<file path="src/rtl/ov5640_line_pkg.sv">
// ----------------------------------------------------------------------------
// ov5640_line_pkg
// Shared definitions for the OV5640 line path (line collector and line
// serializer): default geometry, column index width, FSM state encoding and
// the border test used when emitting pixels.
// ----------------------------------------------------------------------------
package ov5640_line_pkg;

    localparam int LINE_W_DEFAULT = 320;
    localparam int BORDER_DEFAULT = 2;
    localparam int ROWS_DEFAULT   = 240;

    // Column index width; wide enough for the default 320-pixel line.
    localparam int COL_W = 9;

    typedef enum logic {
        ST_IDLE = 1'b0,
        ST_SEND = 1'b1
    } line_state_e;

    // True when the column falls inside the forced-zero border at either edge.
    function automatic logic in_border(input logic [COL_W-1:0] col,
                                       input int line_w,
                                       input int border);
        return (int'(col) < border) || (int'(col) >= (line_w - border));
    endfunction

endpackage

</file>
<file path="src/rtl/line_serializer.sv">
// ----------------------------------------------------------------------------
// line_serializer
// Accepts a whole binary line (1 bit per pixel) and emits it one pixel per
// accepted cycle, with column/first/last/frame markers. The BORDER columns at
// each edge of the line are forced to 0. A new line can be accepted on the
// same edge as the last pixel of the current one, so lines stream gap-free.
//
// Ports:
//   clk         in   single clock, rising edge
//   rst         in   synchronous reset, active-high
//   line_in     in   [LINE_W] line to transmit, bit k = column k
//   line_valid  in   line_in is valid
//   line_ready  out  line_in is accepted this cycle
//   pix_data    out  current pixel
//   pix_valid   out  pixel outputs are valid
//   pix_ready   in   downstream accepts the pixel
//   pix_col     out  [9] column of the current pixel
//   pix_first   out  high with column 0
//   pix_last    out  high with column LINE_W-1
//   frame_last  out  high on every pixel of row ROWS-1
//   start       out  one-cycle pulse the cycle after a line is accepted
// ----------------------------------------------------------------------------
module line_serializer
    import ov5640_line_pkg::*;
#(
    parameter int LINE_W = LINE_W_DEFAULT,
    parameter int BORDER = BORDER_DEFAULT,
    parameter int ROWS   = ROWS_DEFAULT
) (
    input  logic              clk,
    input  logic              rst,
    input  logic [LINE_W-1:0] line_in,
    input  logic              line_valid,
    output logic              line_ready,
    output logic              pix_data,
    output logic              pix_valid,
    input  logic              pix_ready,
    output logic [COL_W-1:0]  pix_col,
    output logic              pix_first,
    output logic              pix_last,
    output logic              frame_last,
    output logic              start
);

    localparam int ROW_W = (ROWS > 1) ? $clog2(ROWS) : 1;
    localparam logic [COL_W-1:0] COL_LAST = COL_W'(LINE_W - 1);
    localparam logic [ROW_W-1:0] ROW_LAST = ROW_W'(ROWS - 1);

    line_state_e       state_q, state_d;
    logic [COL_W-1:0]  col_q, col_d;
    logic [ROW_W-1:0]  row_q, row_d;
    logic [LINE_W-1:0] buf_q, buf_d;
    logic              start_q, start_d;

    logic at_last;
    logic pix_fire;
    logic line_fire;

    assign at_last    = (col_q == COL_LAST);
    assign pix_valid  = (state_q == ST_SEND);
    assign pix_col    = col_q;
    assign pix_first  = pix_valid && (col_q == '0);
    assign pix_last   = pix_valid && at_last;
    assign frame_last = pix_valid && (row_q == ROW_LAST);
    assign start      = start_q;

    // A new line may be taken while idle, or on the edge that retires the
    // final pixel of the current line (gap-free back-to-back streaming).
    assign line_ready = (state_q == ST_IDLE) || (pix_valid && pix_ready && at_last);
    assign pix_fire   = pix_valid && pix_ready;
    assign line_fire  = line_valid && line_ready;

    // Pixel mux is the only combinational path from the line buffer.
    assign pix_data = pix_valid && !in_border(col_q, LINE_W, BORDER) && buf_q[col_q];

    always_comb begin
        state_d = state_q;
        col_d   = col_q;
        row_d   = row_q;
        buf_d   = buf_q;
        start_d = 1'b0;
        case (state_q)
            ST_IDLE: begin
                if (line_fire) begin
                    state_d = ST_SEND;
                    col_d   = '0;
                    buf_d   = line_in;
                    start_d = 1'b1;
                end
            end
            ST_SEND: begin
                if (pix_fire) begin
                    if (at_last) begin
                        row_d = (row_q == ROW_LAST) ? '0 : row_q + 1'b1;
                        col_d = '0;
                        if (line_fire) begin
                            buf_d   = line_in;
                            start_d = 1'b1;
                        end else begin
                            state_d = ST_IDLE;
                        end
                    end else begin
                        col_d = col_q + 1'b1;
                    end
                end
            end
            default: state_d = ST_IDLE;
        endcase
    end

    always_ff @(posedge clk) begin
        if (rst) begin
            state_q <= ST_IDLE;
            col_q   <= '0;
            row_q   <= '0;
            buf_q   <= '0;
            start_q <= 1'b0;
        end else begin
            state_q <= state_d;
            col_q   <= col_d;
            row_q   <= row_d;
            buf_q   <= buf_d;
            start_q <= start_d;
        end
    end

endmodule

</file>
<file path="config.mk">
export PLATFORM = sky130hd
export DESIGN_NAME = line_serializer
export DESIGN_NICKNAME = d
export VERILOG_FILES = /design/src/rtl/ov5640_line_pkg.sv /design/src/rtl/line_serializer.sv
export SDC_FILE = /design/constraint.sdc
export NUM_CORES = 1
export LEC_CHECK = 0
export CAP_MARGIN = 20
export CORE_MARGIN = 4
export CORE_UTILIZATION = 54
export DETAILED_ROUTE_END_ITERATION = 12
export PLACE_DENSITY = 0.87
export SYNTH_ARGS = -nofsm -noshare
export SYNTH_HDL_FRONTEND = slang
export SYNTH_SLANG_ARGS = --single-unit
</file>
<file path="constraint.sdc">
create_clock -name clk -period 5.7 [get_ports clk]
set_input_delay 1.425 -clock clk [delete_from_list [all_inputs] [get_ports clk]]
set_output_delay 1.425 -clock clk [all_outputs]
set_load 0.02 [all_outputs]
</file>
[Word level (Yosys, flattened, before mapping)]
Index checks and enable logic that the tools add are counted.
Storage, ports and cells
  word-level logic and storage cells: 49
  register bits after elaboration: 339
  bits of input ports: 324
Cells by class
  equal/unequal tests: 5
  reduce and logical (&&, ||, !) cells: 15
  mux-type cells: 18
  $add $sub $neg: 2
  magnitude comparators: 3
  bitwise logic cells: 1
Operators with widths (count)
  2-to-1 mux 320 bit: 3
  case mux 320 bit (2 select lines): 1
  2-to-1 mux 9 bit: 3
  case mux 9 bit (2 select lines): 1
  < comparator 9 x 10 -> 1 bit (second input constant): 1
  adder 9 x 1 -> 9 bit (second input constant): 1
  binary-select mux 1 bit (select 9 bit): 1
  == test 9 bit (second input constant): 1
  greater-or-equal comparator 9 bit (second input constant): 1
  logical NOT 9 bit: 1
  < comparator 9 x 2 -> 1 bit (second input constant): 1
  adder 8 x 1 -> 8 bit (second input constant): 1
  == test 8 bit (second input constant): 1
  logical AND 1 bit: 8
  2-to-1 mux 8 bit: 1
  2-to-1 mux 1 bit: 6
  inequality test 2 x 1 -> 1 bit (second input constant): 2
  case mux 1 bit (2 select lines): 2
  AND reduction 2 bit: 2
  AND reduction 3 bit: 1
  logical OR 1 bit: 2
  inequality test 2 bit (second input constant): 1
  logical NOT 1 bit: 1
  NOT 1 bit: 1

[Logic depth before layout (Yosys ltp)]
  depth in word-level cells: 8
  mapped depth: 10
  depth with buffers taken out: 8

[Worst setup path before layout]
Ideal clock, no wire load.
  path kind: reg2out
  from: register col_q[0] (netlist: pix_col[0])
  to: output port pix_data
  cell stages (with the launch flop): 10
  data arrival time: 2.662 ns
  setup slack: 1.613 ns
  required time: 4.275 ns
  cell sequence: dfxtp_1 buf_4 buf_4 buf_2 mux4_2 o22ai_1 a211oi_1 nor4_1 nand3_1 a31o_1
On the way
  longest elaborated chain between the ends: 5
  elaborated cells on any way between the ends: 8
Ends and longest elaborated chain
  start, declared: line line_serializer.sv:50  | logic [COL_W-1:0] col_q, col_d;
  start signal, assigned: line line_serializer.sv:120  | col_q <= col_d;
  parallel branches: the longest is 4 deep, another holds binary-select mux 1 bit (select 9 bit)
  logical AND 1 bit (*): line line_serializer.sv:74  | assign pix_data = pix_valid && !in_border(col_q, LINE_W, BORDER) && buf_q[col_q];
  end, declared: line line_serializer.sv:35  | output logic pix_data,
Mark *: on every way between the ends. The select of a mux whose other input is x is not followed.

[Final worst setup path]
  from: register col_q[3] (netlist: pix_col[3])
  to: output port pix_data
Same word-level chain as after synthesis.

==> results.py <==
metrics = {
    "clocking": {
        "insertion_delay_ns": 0.53,
        "root_buffer": "clkbuf_16",
        "cts_resized": 0,
        "clkTransAtPathRegs_ns": 0.06,
        "cts_made_buffers": 35,
        "h-tree-depth": 2,
        "numClockSinks": 339,
        "cts_buffer_depth": 3,
        "postCtsSetupBuffers": 0,
        "cts_tree": "yes",
        "holdBufCountCts": 0,
    },
    "floorplan": {
        "die_w_um": 171.5,
        "initial_utilization_pct": 55.11,
        "rows": 59,
        "core_area_mm2": 0.02621,
        "ios": 340,
        "fp.dieArea_mm2": 0.02943,
        "die_h_um": 171.5,
    },
    "timing": {
        "final.min_clock_period_ns": 5.282,
        "finalSetupViolations": 0,
        "tns_ns": 0,
        "fmax_ghz": 0.1893,
        "hold_viol": 0,
        "period_share_pct": 92.66,
        "fin_skew_ns": 0.03639,
        "worst_slew_pin_slew_ns": 1.119,
        "rsz0062_at_grt": "no",
        "drv_slew": 0,
        "slew_headroom_pct": 25.41,
    },
    "synth": {
        "synthCells": 1726,
        "yosys-top-cells-area": "dfxtp_1 47%, nand2_1 17%, a21oi_1 12%, mux4_2 12%, clkbuf_1 2.3%",
        "yosysTopAreaCell": "dfxtp_1",
        "synth_fp_nets": 2053,
        "yosys_warnings": 0,
        "yosysSeqAreaShare_pct": 46.99,
        "ys_types": 47,
        "synthArstFlopShare_pct": 0,
        "synth_top_area_share_pct": 46.99,
        "syn_avg_cell_area_um2": 8.368,
        "ys_ff_latch": 339,
        "netlist_area_mm2": 0.01444,
        "synthFlopType": "dfxtp_1",
        "synth_edf_count": 0,
    },
    "critical_path": {
        "crit_type": "flop to output port",
        "endpoint_kind": "output port",
        "start_kind": "flop",
        "required_ns": 4.28,
        "cp_max_fo": 15,
        "cp_data_arrival_time_ns": 3.86,
    },
    "cells_and_area": {
        "layout_common_cells": "660 x nand2_1, 338 x a21oi_1, 338 x clkdlybuf4s50_1, 336 x dfxtp_1, 74 x mux4_2",
        "fill_cells": 1874,
        "drive_gt1_share_pct": 8.524,
        "area_growth_pct": 32.42,
        "regArea_mm2": 0.006795,
        "diodes": 0,
        "mostFrequentLayoutCell": "nand2_1",
        "multi_input_area_mm2": 0.007074,
        "final_nets": 2306,
    },
    "global_routing": {
        "grt_pass1_vias": 13280,
        "grt_overflow_total": 0,
        "antenna_found_initial": 0,
        "grt_use_total_pct": 29.77,
        "grt_pass1_wl_um": 69570,
        "grt_max_degree": 238,
    },
    "job": {
        "drv_cap": 0,
    },
    "placed_design": {
        "hpwl_um": 31890,
        "place_congestion": 0.9059,
        "portBuffers": 339,
    },
    "detailed_routing": {
        "drtPass1Iterations": 9,
        "via_count": 13650,
        "wl_per_cell_um": 19.38,
        "drt_wl_total_um": 45380,
        "vias_per_cell": 5.831,
        "drtIter0Drc": 1441,
        "drc": 0,
        "ant_nets": 0,
    },
    "power": {
        "power_mw": 5.675,
        "irDropWorstVdd_v": 0.0001899,
        "p_leak_nw": 6.880,
        "p_per_area_mw_per_mm2": 296.7,
    },
    "worst_hold_path": {
        "hp-class": "flop to flop",
    },
    "run_status": {
        "status": "completed",
    },
}
## area by class of cell
type / instances / area share, %
Tap cell: 335 / 2.192
Timing Repair Buffer: 354 / 18.75
Clock inverter: 16 / 1.073
Clock buffer: 48 / 5.365
Sequential cell: 339 / 35.53
Multi-Input combinational cell: 1244 / 36.99
Inverter: 5 / 0.09814
## cell usage after synthesis, types with 2 or more instances
cell      instances
o21ai_0           8
nand2b_1          6
nor2b_1           6
nand2_1         661
a21oi_1         339
nand4_1           3
nand3_1          11
mux4_2           74
buf_2            42
o31ai_1           3
buf_1             6
or3_1             3
clkbuf_1         87
a22oi_1           7
ha_1              3
nor2_1           27
a22o_1            2
dfxtp_1         339
xnor2_1           3
mux2i_1          19
o22ai_1           6
xor2_1            4
a311oi_1          3
nor3_1            7
a21boi_0          2
buf_4             3
and3_1            3
mux2_2           10
or2_2             2
inv_1             5
o221ai_1          8
nand3b_1          2
a31oi_1           2
and2_1            4
a211oi_1          4
## registers in the layout, indices dropped and copies added, names as in the netlist
signal	cells
buf_q	320
row_q	8
pix_col	9
start	1
pix_valid	1
## metal layers
| metal | vias up | wire length (µm) | global-route usage [%] |
|---|---|---|---|
| li1 | 6350 | - | - |
| met1 | 6351 | 17190 | 37.88 |
| met2 | 784 | 20920 | 47.15 |
| met3 | 165 | 4594 | 6.435 |
| met4 | 0 | 2683 | 16.98 |
| met5 | - | 0 | 0 |
## where the power goes
part	internal, mW	total, mW	switching, mW
clock network	1.45	2.41	0.958
logic	0.360	0.676	0.316
registers	2.50	2.59	0.0903
## worst paths after layout
kind	from	endpoint	slack, ns	cells past startpoint
hold / removal	buf_q[271]	buf_q[271]	0.45	2
setup / recovery	pix_col[3]	pix_data	0.42	9
hold reg to reg	buf_q[271]	buf_q[271]	0.45	2
setup reg to reg	pix_col[0]	buf_q[129]	2.21	9
## worst max-delay path: stages (launching register included)
cell and delay [ns]:
dfxtp_1 0.70, buf_4 0.32, nor2b_1 0.65, a22o_1 0.25
o21ai_0 0.10, o21ai_0 0.11, a21oi_1 0.06, a31oi_1 0.27
a31o_1 0.19, clkdlybuf4s50_1 0.67
## metrics by stage
stage	hold WS [ns]	utilization, %	instance area (µm²)	setup WS (ns)	cells
after floorplan	0.4329	-	14440	1.613	1726
after global placement	0.4396	68.20	17870	0.8755	2276
after detailed placement	0.4442	68.20	17870	0.8379	2276
after CTS	0.4524	72.90	19100	0.2529	2340
after global routing	0.4721	72.98	19120	0.2420	2341
final	0.4524	72.98	19120	0.4182	2341
## cells by family after synthesis
| group | Yosys count | share of synthesized area, % |
|---|---|---|
| simple gates | 741 | 20.14 |
| compound gates | 390 | 14.39 |
| flops | 339 | 46.99 |
| buf+inv | 143 | 4.158 |
| mux | 103 | 13.64 |
| xor+xnor | 7 | 0.4245 |
| fa+ha+maj | 3 | 0.2599 |
No activity file was read; power rests on OpenSTA's default activity.
